[src/rtl/fetch_stage.sv]
// fetch_stage: PC owner issuing one outstanding imem request, delivering IR/if_pc over valid/ready
// with a one-entry skid buffer and redirect flush of wrong-path fetches.
module fetch_stage #(
  parameter int                DATA_W   = 16,
  parameter int                ADDR_W   = 16,
  parameter logic [ADDR_W-1:0] RESET_PC = '0,
  parameter int                PC_INC   = 1
) (
  input  logic              clk,
  input  logic              reset,
  output logic              imem_req_valid,
  input  logic              imem_req_ready,
  output logic [ADDR_W-1:0] imem_addr,
  input  logic              imem_rsp_valid,
  input  logic [DATA_W-1:0] imem_rsp_data,
  output logic [DATA_W-1:0] IR,
  output logic [ADDR_W-1:0] if_pc,
  output logic              if_valid,
  input  logic              id_ready,
  input  logic              redirect_valid,
  input  logic [ADDR_W-1:0] redirect_pc
);
  typedef enum logic [1:0] {S_REQ, S_WAIT, S_HOLD, S_DROP} state_t;
  state_t state_q, state_d;
  logic [ADDR_W-1:0] pc_q, pc_d, pc_req_q, pc_req_d, if_pc_q, if_pc_d, skid_pc_q, skid_pc_d;
  logic [DATA_W-1:0] ir_q, ir_d, skid_q, skid_d;
  logic              if_valid_q, if_valid_d;
  logic              req_fire, rsp_in, slot_free;
  always_ff @(posedge clk or posedge reset) begin
    if (reset) begin
      state_q    <= S_REQ;
      pc_q       <= RESET_PC;
      pc_req_q   <= '0;
      ir_q       <= '0;
      if_pc_q    <= '0;
      if_valid_q <= 1'b0;
      skid_q     <= '0;
      skid_pc_q  <= '0;
    end else begin
      state_q    <= state_d;
      pc_q       <= pc_d;
      pc_req_q   <= pc_req_d;
      ir_q       <= ir_d;
      if_pc_q    <= if_pc_d;
      if_valid_q <= if_valid_d;
      skid_q     <= skid_d;
      skid_pc_q  <= skid_pc_d;
    end
  end
  assign req_fire  = imem_req_valid && imem_req_ready;
  assign rsp_in    = state_q == S_WAIT && imem_rsp_valid;
  assign slot_free = !if_valid_q || id_ready;
  // A redirect while a response is still owed parks in DROP so the stale word is swallowed.
  always_comb begin
    state_d = state_q;
    if (redirect_valid)
      state_d = (state_q == S_WAIT || state_q == S_DROP) && !imem_rsp_valid ? S_DROP : S_REQ;
    else
      case (state_q)
        S_REQ:   state_d = req_fire ? S_WAIT : S_REQ;
        S_WAIT:  state_d = !imem_rsp_valid ? S_WAIT : slot_free ? S_REQ : S_HOLD;
        S_HOLD:  state_d = id_ready ? S_REQ : S_HOLD;
        default: state_d = imem_rsp_valid ? S_REQ : S_DROP;
      endcase
  end
  always_comb begin
    pc_d       = pc_q;
    pc_req_d   = pc_req_q;
    ir_d       = ir_q;
    if_pc_d    = if_pc_q;
    skid_d     = skid_q;
    skid_pc_d  = skid_pc_q;
    if_valid_d = if_valid_q && !id_ready;
    if (redirect_valid) begin
      pc_d       = redirect_pc;
      if_valid_d = 1'b0;
    end else begin
      if (req_fire) begin
        pc_req_d = pc_q;
        pc_d     = pc_q + ADDR_W'(PC_INC);
      end
      if (rsp_in && slot_free) begin
        ir_d       = imem_rsp_data;
        if_pc_d    = pc_req_q;
        if_valid_d = 1'b1;
      end
      if (rsp_in && !slot_free) begin
        skid_d    = imem_rsp_data;
        skid_pc_d = pc_req_q;
      end
      if (state_q == S_HOLD && id_ready) begin
        ir_d       = skid_q;
        if_pc_d    = skid_pc_q;
        if_valid_d = 1'b1;
      end
    end
  end
  assign imem_req_valid = !reset && state_q == S_REQ && !redirect_valid;
  assign imem_addr      = pc_q;
  assign IR             = ir_q;
  assign if_pc          = if_pc_q;
  assign if_valid       = if_valid_q;
endmodule

[config.mk]
export PLATFORM = sky130hd
export DESIGN_NAME = fetch_stage
export DESIGN_NICKNAME = d
export VERILOG_FILES = /design/src/rtl/fetch_stage.sv
export SDC_FILE = /design/constraint.sdc
export NUM_CORES = 1
export LEC_CHECK = 0
export ABC_CLOCK_PERIOD_IN_PS = 5200
export BUFFER_PORTS_ARGS = -buffer_cell sky130_fd_sc_hd__buf_4
export CAP_MARGIN = 20
export CORE_ASPECT_RATIO = 0.75
export CORE_MARGIN = 5
export CORE_UTILIZATION = 50
export CTS_BUF_LIST = sky130_fd_sc_hd__clkbuf_4 sky130_fd_sc_hd__clkbuf_8
export CTS_CLUSTER_DIAMETER = 80
export DETAILED_ROUTE_END_ITERATION = 8
export GPL_ROUTABILITY_DRIVEN = 0
export HOLD_SLACK_MARGIN = 0.02
export PLACE_DENSITY = 0.74
export SETUP_SLACK_MARGIN = 0.4
export SYNTH_ARGS = -nofsm -noshare
export SYNTH_HDL_FRONTEND = slang
export SYNTH_SLANG_ARGS = --single-unit
[constraint.sdc]
create_clock -name clk -period 5.2 [get_ports clk]
set_clock_uncertainty 0.15 [all_clocks]
set_input_delay 0.26 -clock clk [delete_from_list [all_inputs] [get_ports clk]]
set_output_delay 0.26 -clock clk [all_outputs]
set_load 0.005 [all_outputs]
# --- Word level (Yosys, flattened, before mapping) ---
# Index checks and enable logic that the tools add are counted.
word_totals:
  register_bits: 99
op_classes:
  add_sub_neg: 1
  eq_ne: 3
  n_mux: 17
  bitwise_logic: 1
  reduce_logical: 23
op_table:
  columns: ["cell", "count"]
  rows:
  - ["$mux 16", 6]
  - ["$add 16x1->16 const B", 1]
  - ["$mux 2", 6]
  - ["$logic_and 1x1->1", 9]
  - ["$logic_not 1->1", 6]
  - ["$pmux 2 s3", 1]
  - ["$reduce_and 2->1", 3]
  - ["$eq 2x2->1 const B", 2]
  - ["$mux 1", 4]
  - ["$reduce_bool 2->1", 2]
  - ["$eq 2x1->1 const B", 1]
  - ["$logic_not 2->1", 1]
  - ["$logic_or 1x1->1", 2]
  - ["$not 1->1", 1]

# --- Logic depth before layout (Yosys ltp) ---
# Gate-level depths: netlist (run 1).
logic_depth:
  depth_word: 7
  depth_mapped: 7
  mapped_depth_nobuf: 5

# --- Worst setup path after synthesis (run 1) ---
# No wires, ideal clock.
synth_timing:
  path_kind: "input-to-reg"
  startpoint: "input redirect_valid"
  endpoint: "register pc_req_q[0]"
  setup_time_ps: 128
  t_arrival_ps: 1727
  t_required_ps: 4922
  slack_ps: 3196
  stages: 5
  cell_sequence: "buf_2 or4_4 nor2_4 buf_2 mux2_1"
synth_between:
  elab_chain_cells: 4
synth_lines:
  columns: ["item", "line_no", "source"]
  rows:
  - ["from (decl)", "20", "input logic redirect_valid,"]
  - ["$logic_not 1->1", "98", "assign imem_req_valid = !reset && state_q == S_REQ && !redirect_valid;"]
  - ["$logic_and 1x1->1", "98", null]
  - ["$logic_and 1x1->1", "50", "assign req_fire = imem_req_valid && imem_req_ready;"]
  - ["$reduce_and 2->1 (no line) (*)", null, null]
  - ["to (signal assigned)", "42", "pc_req_q <= pc_req_d;"]
  - ["to (decl)", "25", "logic [ADDR_W-1:0] pc_q, pc_d, pc_req_q, pc_req_d, if_pc_q, if_pc_d, skid_pc_q, skid_pc_d;"]
# Every way passes the cells marked *; elsewhere a longest branch is shown, timed or not.
# A chain may end at the register's enable or synchronous reset.

# --- Worst setup path in the final report (run 1) ---
layout_timing:
  startpoint: "input id_ready"
  endpoint: "register ir_q[12] (netlist: IR[12])"
layout_between:
  elab_chain_cells: 4
layout_lines:
  columns: ["item", "line_no", "source"]
  rows:
  - ["from (decl)", "19", "input logic id_ready,"]
  - ["$logic_or 1x1->1", "52", "assign slot_free = !if_valid_q || id_ready;"]
  - ["$logic_and 1x1->1", "82", "if (rsp_in && slot_free) begin"]
  - ["$reduce_bool 2->1 (no line)", null, null]
  - ["$reduce_and 2->1 (no line)", null, null]
  - ["to (signal assigned)", "43", "ir_q <= ir_d;"]
  - ["to (decl)", "26", "logic [DATA_W-1:0] ir_q, ir_d, skid_q, skid_d;"]
# Several ways; a longest one is shown, not always the timed one.

==> results.yml, run 1 <==
run_status:
  status: "finished, final reports clean"
min_path:
  hp-start: "redirect_pc[12]"
  min_to: "imem_addr[12]"
  min_path_cells: 4
  hold_path.class: "input port to register"
timing:
  worstMarginPinSlew_ns: 1.04
  tns_ns: 0
  hold_viol: 0
  clock.fmax_ghz: 0.363
  rsz0062_at_grt: "no"
  setup_viol: 0
  slew_headroom: 0.305
  maxSlewViolCount: 0
  period_share: 0.530
  period_minus_slack_ns: 2.76
die:
  num_rows: 29
  fp.dieH_um: 90.4
  floorplan.initialDensity: 0.512
  die_w_um: 117
  die-area_um2: 10600
  num_io_pins: 88
  core_area_um2: 8420
placed_design:
  dpl.hpwl_mm: 6.59
  portBuffers: 87
  placed_area_um2: 5060
yosys:
  syn_avg_cell_area_um2: 11.8
  synth_common_cells: "dfrtp_1, nand2_1, mux2_2"
  synthSimpleGateAreaFrac: 0.105
  yosys-top-cells-area: "dfrtp_1, mux2_2, mux2i_1"
  yosysWarnings: 0
  ys_types: 44
  synthesis.area_um2: 4310
  synth_top_family_by_area: "multiplexers"
  synth_cells: 365
  synth_xor_area_frac: 0.00203
  synth_ff_type: "dfrtp_1"
  synth.largest_area_cell: "dfrtp_1"
  synth_compound_area_frac: 0.103
  synth.most_common_cell: "dfrtp_1"
  ys_ff_latch: 99
  synthArstFlopShare: 1.00
  syn_nets: 404
  synth_edf_count: 0
  synth_top_area_frac: 0.575
  synthAdderAreaFrac: 0.00290
  yosys-mux-area-fraction: 0.189
  ys_seq_area_frac: 0.575
detailed_routing:
  met3RoutedLength_um: 539
  postRouteWirelength_mm: 10.0
  drt_pass1_iterations: 4
  detail-route-antenna-nets: 0
  num_vias: 3202
  drt_iter0_markers: 178
  wl_met1_mm: 4.83
  vias_per_cell: 5.39
  top_layer_used: "met4"
  drc_errors: 0
  wire_per_inst_um: 16.9
  met2_length_mm: 4.54
clock_network:
  clock-sinks: 99
  clk_pin_slew_worst_paths_ns: 0.09
  worstSkewPairLatency_ns: 0.36
  cts_tree: "done"
  post_cts_resized: 0
  cts_buffers: 9
  cts_max_path_buffers: 2
  cts_root_buf: "clkbuf_8"
  htreeDepth: 3
grt:
  grt_overflow_total: 0
  grt_max_degree: 92
  grt_use_total: 0.195
  grt_pass1_wl_mm: 16.4
  antenna_found_initial: 0
  grt_pass1_vias: 3312
power_and_ir_drop:
  leakagePower_nw: 2.65
  p_switching_mw: 0.582
  p_clk_frac: 0.241
  power_frac_seq: 0.530
  comb_power_share: 0.228
  internal-power_mw: 1.42
  worst_ir_drop_vdd_v: 0.000196
  p_sw_frac: 0.291
  p_per_area_nw_per_um2: 357
flow_run:
  maxCapViolCount: 0
layout:
  fillCellCount: 647
  multiInputGateArea_um2: 1740
  drive_above_1_share: 0.315
  post-route-cell-area_um2: 5610
  nNetsFinal: 521
  area_delta_synth_final_pct: 30.1
  n_antenna_cell: 0
  seqCellArea_um2: 2480
worst_setup_path:
  slowest_delay_ns: 0.61
  cp.arrival_ns: 2.83
  crit_path_start: "id_ready"
  timing.rr.start: "state_q[0]"
  crit_path_start_kind: "input port"
  timing.rr.end: "IR[12]"
  cp_common_cell: "buf_4"
  critPathKind: "input port to register"
  rrSetupSlack_ns: 2.60
  worstPathCellList: "dlygate4sd3_1 -> buf_4 -> and3b_2 -> o31ai_4 -> buf_4 -> o21ai_0"
  cpMaxStageDelayCell: "o31ai_4"
  cp_data_required_time_ns: 5.28
  ff2ff_path_depth: 4
  end_kind: "register"
  worstPathMaxFanout: 52
[power groups by stage]
stage          combinational, mW  clock [mW]  sequential (mW)
2_1_floorplan              0.182           0             1.04
3_3_place_gp               0.425           0             1.07
3_5_place_dp               0.443           0             1.08
4_1_cts                    0.463       0.493             1.06
5_1_grt                    0.516       0.523             1.08
6_report                   0.457       0.483             1.06
[final cells by class]
| cell class | instances | area share |
|---|---|---|
| Sequential cell | 99 | 0.442 |
| Clock inverter | 6 | 0.0116 |
| Tap cell | 108 | 0.0241 |
| Timing Repair Buffer | 124 | 0.184 |
| Multi-Input combinational cell | 241 | 0.311 |
| Inverter | 7 | 0.00536 |
| Clock buffer | 9 | 0.0221 |
[critical path, delay by kind of cell]
| kind | cells | cell delay (ns) |
|---|---|---|
| buf+inv | 3 | 1.20 |
| simple gates | 1 | 0.55 |
| compound gates | 2 | 0.78 |
[state kept, by name, summed over array words and instances (netlist names)]
signal / flops
skid_pc_q: 16
skid_q: 16
if_pc: 16
imem_addr: 16
state_q: 2
pc_req_q: 16
IR: 16
if_valid: 1
[layout by cell type (no fill, tap or decap), types with 2 or more instances in the layout]
| cell | count |
|---|---|
| o21ai_0 | 37 |
| dlygate4sd3_1 | 33 |
| nand3_1 | 8 |
| buf_4 | 90 |
| and3_1 | 2 |
| nor2b_1 | 2 |
| a22oi_1 | 3 |
| o21ai_1 | 2 |
| nand4_1 | 3 |
| nor3_1 | 4 |
| o311ai_1 | 5 |
| o211ai_1 | 9 |
| clkbuf_8 | 9 |
| mux2_2 | 39 |
| a221o_1 | 3 |
| clkinv_2 | 3 |
| nand2_1 | 55 |
| nor2_1 | 5 |
| and4_1 | 2 |
| dfrtp_1 | 99 |
| a21o_1 | 2 |
| mux2i_1 | 32 |
| inv_1 | 5 |
| a21oi_1 | 3 |
| mux2_1 | 5 |
[repair_timing]
item / 4_1_cts / 5_1_grt
setup buffers: 0 / 0
hold buffers: 33 / 0
endpoints found under the hold margin: 40 / 0
[kinds of logic after synthesis]
kind of cell               count (synthesis)
buffers and inverters                     25
DFF                                       99
adders and majority gates                  1
AOI/OAI and AO/OA                         70
xor gates and xnor gates                   1
and+or+nand+nor                           93
muxes                                     76
[worst max-delay path by stage]
stage | to | slack [ns] | depth (start not counted)
floorplan | IR[0] | 2.20 | 1
global placement | IR[11] | 2.72 | 4
detailed placement | IR[0] | 2.59 | 4
CTS | IR[0] | 2.47 | 6
global route | if_pc[12] | 2.29 | 6
finish | IR[12] | 2.44 | 6
[per-stage QoR]
stage          instances  setup slack, ns  hold slack (ns)   util  power [mW]
3_5_place_dp         545             2.59           0.0195  0.601        1.52
4_1_cts              593             2.47           0.0371  0.663        2.02
3_3_place_gp         545             2.72           0.0190  0.601        1.49
2_1_floorplan        365             2.20            0.220      -        1.23
6_report             594             2.44           0.0484  0.666        2.00
5_1_grt              594             2.29           0.0743  0.666        2.12
[layer usage]
layer | up-vias | GRT usage
li1 | 1541 | -
met1 | 1562 | 0.284
met2 | 87 | 0.292
met3 | 12 | 0.0469
met4 | 0 | 0.0506
met5 | - | 0
Power figures use the tool's default switching activity.
==> inputs of run 2 (changes only) <==
--- a/config.mk
+++ b/config.mk
@@ -5,7 +5,7 @@
 export SDC_FILE = /design/constraint.sdc
 export NUM_CORES = 1
 export LEC_CHECK = 0
-export ABC_CLOCK_PERIOD_IN_PS = 5200
+export ABC_CLOCK_PERIOD_IN_PS = 2630
 export BUFFER_PORTS_ARGS = -buffer_cell sky130_fd_sc_hd__buf_4
 export CAP_MARGIN = 20
 export CORE_ASPECT_RATIO = 0.75
==> constraint.sdc (replaced) <==
create_clock -name clk -period 2.63 [get_ports clk]
set_clock_uncertainty 0.15 [all_clocks]
set_input_delay 0.1315 -clock clk [delete_from_list [all_inputs] [get_ports clk]]
set_output_delay 0.1315 -clock clk [all_outputs]
set_load 0.005 [all_outputs]
==> run 2 against run 1 <==
Sequential share of layout area is 0.87 points lower. Combinational power grew 100%. Die area unchanged. Clock power increased by 72%. Register-to-register slack lost 2.1 ns. Sequential power grew 95%. Core utilization up 1.3 points. First-iteration DRC count grew 38%. Cell area rose by 2.0%. Via count rose by 4.1%. Non-clock buffer count rose by 14. Highest routed layer unchanged.
==> results.yml, run 2 (synthesis results as in run 1) <==
worst_setup_path:
  cp.arrival_ns: 2.26
  cp_data_required_time_ns: 2.73
  cp-endpoint: "pc_req_q[9]"
  rrSetupSlack_ns: 0.48
  slowest_delay_ns: 0.59
  end_kind: "register"
  worstPathCellList: "or4_4 -> nor2_4 -> mux2_2"
  ff2ff_path_depth: 3
  timing.rr.start: "state_q[0]"
  crit_path_start: "state_q[0]"
  cpMaxStageDelayCell: "or4_4"
  timing.rr.end: "pc_req_q[9]"
  worstPathMaxFanout: 19
  critPathKind: "register to register"
  crit_path_start_kind: "register"
detailed_routing:
  drt_pass1_iterations: 4
  top_layer_used: "met4"
  drc_errors: 0
  met3RoutedLength_um: 783
  vias_per_cell: 5.49
  postRouteWirelength_mm: 10.3
  met2_length_mm: 4.75
  wl_met1_mm: 4.63
  detail-route-antenna-nets: 0
  drt_iter0_markers: 245
  wire_per_inst_um: 16.9
  num_vias: 3332
layout:
  fillCellCount: 640
  multiInputGateArea_um2: 1750
  drive_above_1_share: 0.309
  seqCellArea_um2: 2480
  post-route-util: 0.679
  finalNonFillerCells: 607
  area_delta_synth_final_pct: 32.8
  layout_common_cells: "dfrtp_1, buf_4, nand2_1"
  nNetsFinal: 535
  final_common_cell: "dfrtp_1"
  n_antenna_cell: 0
grt:
  grt_pass1_vias: 3473
  antenna_found_initial: 0
  grt_use_total: 0.202
  grt_overflow_total: 0
  grt_max_degree: 61
  grt_pass1_wl_mm: 16.9
placed_design:
  portBuffers: 87
  dpl.hpwl_mm: 6.64
  place_ws_ns: 0.494
  dp_cells: 547
die:
  fp.dieH_um: 90.4
  core_area_um2: 8420
  die-area_um2: 10600
  num_rows: 29
  floorplan.initialDensity: 0.512
  num_io_pins: 88
  die_w_um: 117
clock_network:
  clk_pin_slew_worst_paths_ns: 0.09
  cts_buffers: 9
  worstSkewPairLatency_ns: 0.36
  cts_max_path_buffers: 2
  cts_tree: "done"
  cts_root_buf: "clkbuf_8"
  htreeDepth: 3
  clock-sinks: 99
timing:
  rsz0062_at_grt: "no"
  slew_headroom: 0.577
  worstMarginPinSlew_ns: 0.634
  clock.fmax_ghz: 0.464
  period_share: 0.819
  hold_viol: 0
  setup_ws_ns: 0.475
  tns_ns: 0
  maxSlewViolCount: 0
  setup_viol: 0
  period_minus_slack_ns: 2.15
  whs_ns: 0.0547
power_and_ir_drop:
  power_frac_seq: 0.540
  leakagePower_nw: 2.70
  p_switching_mw: 1.11
  p_per_area_nw_per_um2: 669
  p_sw_frac: 0.290
  worst_ir_drop_vdd_v: 0.000453
  internal-power_mw: 2.72
  comb_power_share: 0.243
  p_clk_frac: 0.217
run_status:
  status: "finished, final reports clean"
flow_run:
  maxCapViolCount: 0
min_path:
  hold_path.class: "input port to register"
-- run 2: critical path: cells and delay by family, from the launching register on --
kind / cells / cell delay (ns)
flip-flops: 1 / 0.45
multiplexers: 1 / 0.40
AND/OR/NAND/NOR: 2 / 1.05
-- run 2: power by group through the flow --
stage / Sequential [mW] / Combinational [mW] / Clock (mW)
after CTS: 2.06 / 0.939 / 0.866
after detailed placement: 2.09 / 0.885 / 0
after global routing: 2.11 / 1.05 / 0.921
final: 2.07 / 0.930 / 0.830
after floorplan: 2.07 / 0.360 / 0
after global placement: 2.08 / 0.856 / 0
-- run 2: what timing repair did --
item / in CTS / in global routing
resized for setup: 0 / 1
hold buffers: 44 / 1
setup endpoints to repair: 0 / 2
hold endpoints to repair: 150 / 1
setup buffers: 0 / 1
-- run 2: through the flow --
step                cell area [um2]  power [mW]
floorplan                      4310        2.42
global placement               5100        2.93
detailed placement             5100        2.98
CTS                            5700        3.87
global route                   5720        4.09
finish                         5720        3.82
-- run 2: final cells by class --
type | instances | area share
sequential | 99 | 0.433
multi-input combinational | 241 | 0.305
timing repair buffer | 138 | 0.205
tap | 108 | 0.0236
clock buffer | 9 | 0.0217
clock inverter | 5 | 0.00547
inverter | 7 | 0.00547
-- run 2: metal layers --
metal  track usage  vias up
li1              -     1573
met4        0.0602        0
met5             0        -
met1         0.276     1628
met3        0.0603       10
met2         0.310      121
-- run 2: worst min path at each step --
stage               startpoint             to  slack, ns  cells past startpoint
2_1_floorplan         id_ready     state_q[1]       0.09                      1
3_3_place_gp   redirect_pc[10]  imem_addr[10]       0.20                      3
3_5_place_dp   redirect_pc[10]  imem_addr[10]       0.19                      3
4_1_cts         redirect_valid   imem_addr[8]       0.02                      3
5_1_grt         redirect_valid   imem_addr[8]       0.04                      3
6_report        redirect_valid   imem_addr[8]       0.05                      3
==> inputs of run 3 (changes only) <==
--- a/config.mk
+++ b/config.mk
@@ -5,7 +5,7 @@
 export SDC_FILE = /design/constraint.sdc
 export NUM_CORES = 1
 export LEC_CHECK = 0
-export ABC_CLOCK_PERIOD_IN_PS = 2630
+export ABC_CLOCK_PERIOD_IN_PS = 1800
 export BUFFER_PORTS_ARGS = -buffer_cell sky130_fd_sc_hd__buf_4
 export CAP_MARGIN = 20
 export CORE_ASPECT_RATIO = 0.75
@@ -16,7 +16,7 @@
 export DETAILED_ROUTE_END_ITERATION = 8
 export GPL_ROUTABILITY_DRIVEN = 0
 export HOLD_SLACK_MARGIN = 0.02
-export PLACE_DENSITY = 0.74
+export PLACE_DENSITY = 0.77
 export SETUP_SLACK_MARGIN = 0.4
 export SYNTH_ARGS = -nofsm -noshare
 export SYNTH_HDL_FRONTEND = slang
==> constraint.sdc (replaced) <==
create_clock -name clk -period 1.8 [get_ports clk]
set_clock_uncertainty 0.15 [all_clocks]
set_input_delay 0.09 -clock clk [delete_from_list [all_inputs] [get_ports clk]]
set_output_delay 0.09 -clock clk [all_outputs]
set_load 0.005 [all_outputs]
==> run 3 against run 2 <==
The run now ends with setup timing left. Largest cell class unchanged. Clock-buffer cell count did not move. Via count rose by 14%. First-iteration DRC count rose by 36%. Critical path type unchanged. Die area did not move. Combinational power rose by 97%. Global-route usage rose by 3.9 points. Critical endpoint is now imem_addr[13]. Largest power group unchanged. Core utilization rose by 13 points. Flip-flop and latch count did not move. Sequential share of layout area fell by 7.2 points. Wire length rose by 28%.
==> results.yml, run 3 (synthesis results as in run 1) <==
run_status:
  status: "finished, violations left"
  failed_checks: "setup timing"
layout:
  fillCellCount: 434
  layout_common_cells: "buf_4, dfrtp_1, nand2_1"
  multiInputGateArea_um2: 1980
  drive_above_1_share: 0.452
  final_common_cell: "buf_4"
  finalNonFillerCells: 659
  area_delta_synth_final_pct: 59.0
  n_antenna_cell: 0
  seqCellArea_um2: 2480
  nNetsFinal: 586
  post-route-util: 0.814
placed_design:
  portBuffers: 87
  dpl.hpwl_mm: 7.04
  dp_cells: 572
min_path:
  hold_path.class: "input port to register"
  hp-start: "redirect_valid"
detailed_routing:
  drt_pass1_iterations: 5
  vias_per_cell: 5.75
  wire_per_inst_um: 20.0
  drt_iter0_markers: 334
  postRouteWirelength_mm: 13.2
  detail-route-antenna-nets: 0
  drc_errors: 0
  num_vias: 3792
clock_network:
  clock-sinks: 99
  htreeDepth: 3
  clk_pin_slew_worst_paths_ns: 0.10
  cts_buffers: 9
  worstSkewPairLatency_ns: 0.37
  cts_root_buf: "clkbuf_8"
  cts_max_path_buffers: 2
  cts_tree: "done"
worst_setup_path:
  timing.rr.start: "state_q[1]"
  cp.arrival_ns: 2.04
  worstPathMaxFanout: 7
  crit_path_start_kind: "register"
  cp_data_required_time_ns: 1.90
  crit_path_start: "state_q[1]"
  end_kind: "register"
  critPathKind: "register to register"
timing:
  rsz0062_at_grt: "yes"
  hold_viol: 0
  period_minus_slack_ns: 1.95
  slew_headroom: 0.532
  worstMarginPinSlew_ns: 0.701
  tns_ns: -3.97
  maxSlewViolCount: 0
  whs_ns: 0.0414
  setup_ws_ns: -0.148
  setup_viol: 59
  clock.fmax_ghz: 0.513
  period_share: 1.08
grt:
  grt_pass1_vias: 3825
  grt_use_total: 0.241
  use_met2: 0.368
  use_met1: 0.333
  use_met3: 0.0723
  grt_pass1_wl_mm: 19.9
  grt_overflow_total: 0
  busiest_layer: "met2"
  grt_max_degree: 33
  antenna_found_initial: 0
power_and_ir_drop:
  worst_ir_drop_vdd_v: 0.000663
  p_per_area_nw_per_um2: 960
  p_total_mw: 6.58
  leakagePower_nw: 3.26
flow_run:
  maxCapViolCount: 0
die:
  die-area_um2: 10600
  die_w_um: 117
  core_area_um2: 8420
  num_io_pins: 88
  fp.dieH_um: 90.4
  floorplan.initialDensity: 0.512
  num_rows: 29
run 3: metrics by stage:
| stage | setup slack (ns) | area, um2 |
|---|---|---|
| after floorplan | -0.102 | 4450 |
| after global placement | -0.0466 | 5380 |
| after detailed placement | -0.121 | 5380 |
| after CTS | -0.104 | 6490 |
| after global routing | -0.198 | 6850 |
| final | -0.148 | 6850 |
run 3: what timing repair did:
item                                    CTS  global route
hold endpoints to repair                 75             0
pin swaps                                 7            12
gates resized for setup                  33            45
endpoints found under the setup margin   99           100
setup buffers                            15             5
cloned                                    8             6
hold buffers                             38             0
run 3: worst paths after layout:
check,depth (start not counted),slack [ns],end
min reg2reg,2,0.35,IR[3]
max reg2reg,5,-0.15,imem_addr[13]
min in group asynchronous,3,0.29,skid_pc_q[8]
max,5,-0.15,imem_addr[13]
max in group asynchronous,4,0.61,IR[3]
min,3,0.04,imem_addr[0]
run 3: worst max-delay path: stages, from the launching register on:
cell and delay (ns):
dfrtp_1 0.39, or4_4 0.54, clkinv_4 0.10, nand4_1 0.24, o211ai_1 0.27, o311ai_1 0.13
run 3: power breakdown:
group	leakage, nW	switching [mW]	internal, mW	total (mW)
Clock	0.115	0.786	0.920	1.71
Combinational	1.85	0.748	1.08	1.83
Sequential	1.29	0.355	2.69	3.04
run 3: area by class of cell:
| class | instances | area share |
|---|---|---|
| tap | 108 | 0.0197 |
| sequential | 99 | 0.362 |
| clock buffer | 9 | 0.0181 |
| clock inverter | 6 | 0.0168 |
| timing repair buffer | 189 | 0.289 |
| inverter | 7 | 0.00511 |
| multi-input combinational | 241 | 0.289 |
run 3: per-layer routing:
layer / up-vias / part of all wire
met1: 1892 / 0.43
met3: 21 / 0.073
met5: - / 0
met4: 0 / 0.013
met2: 175 / 0.48
li1: 1704 / -
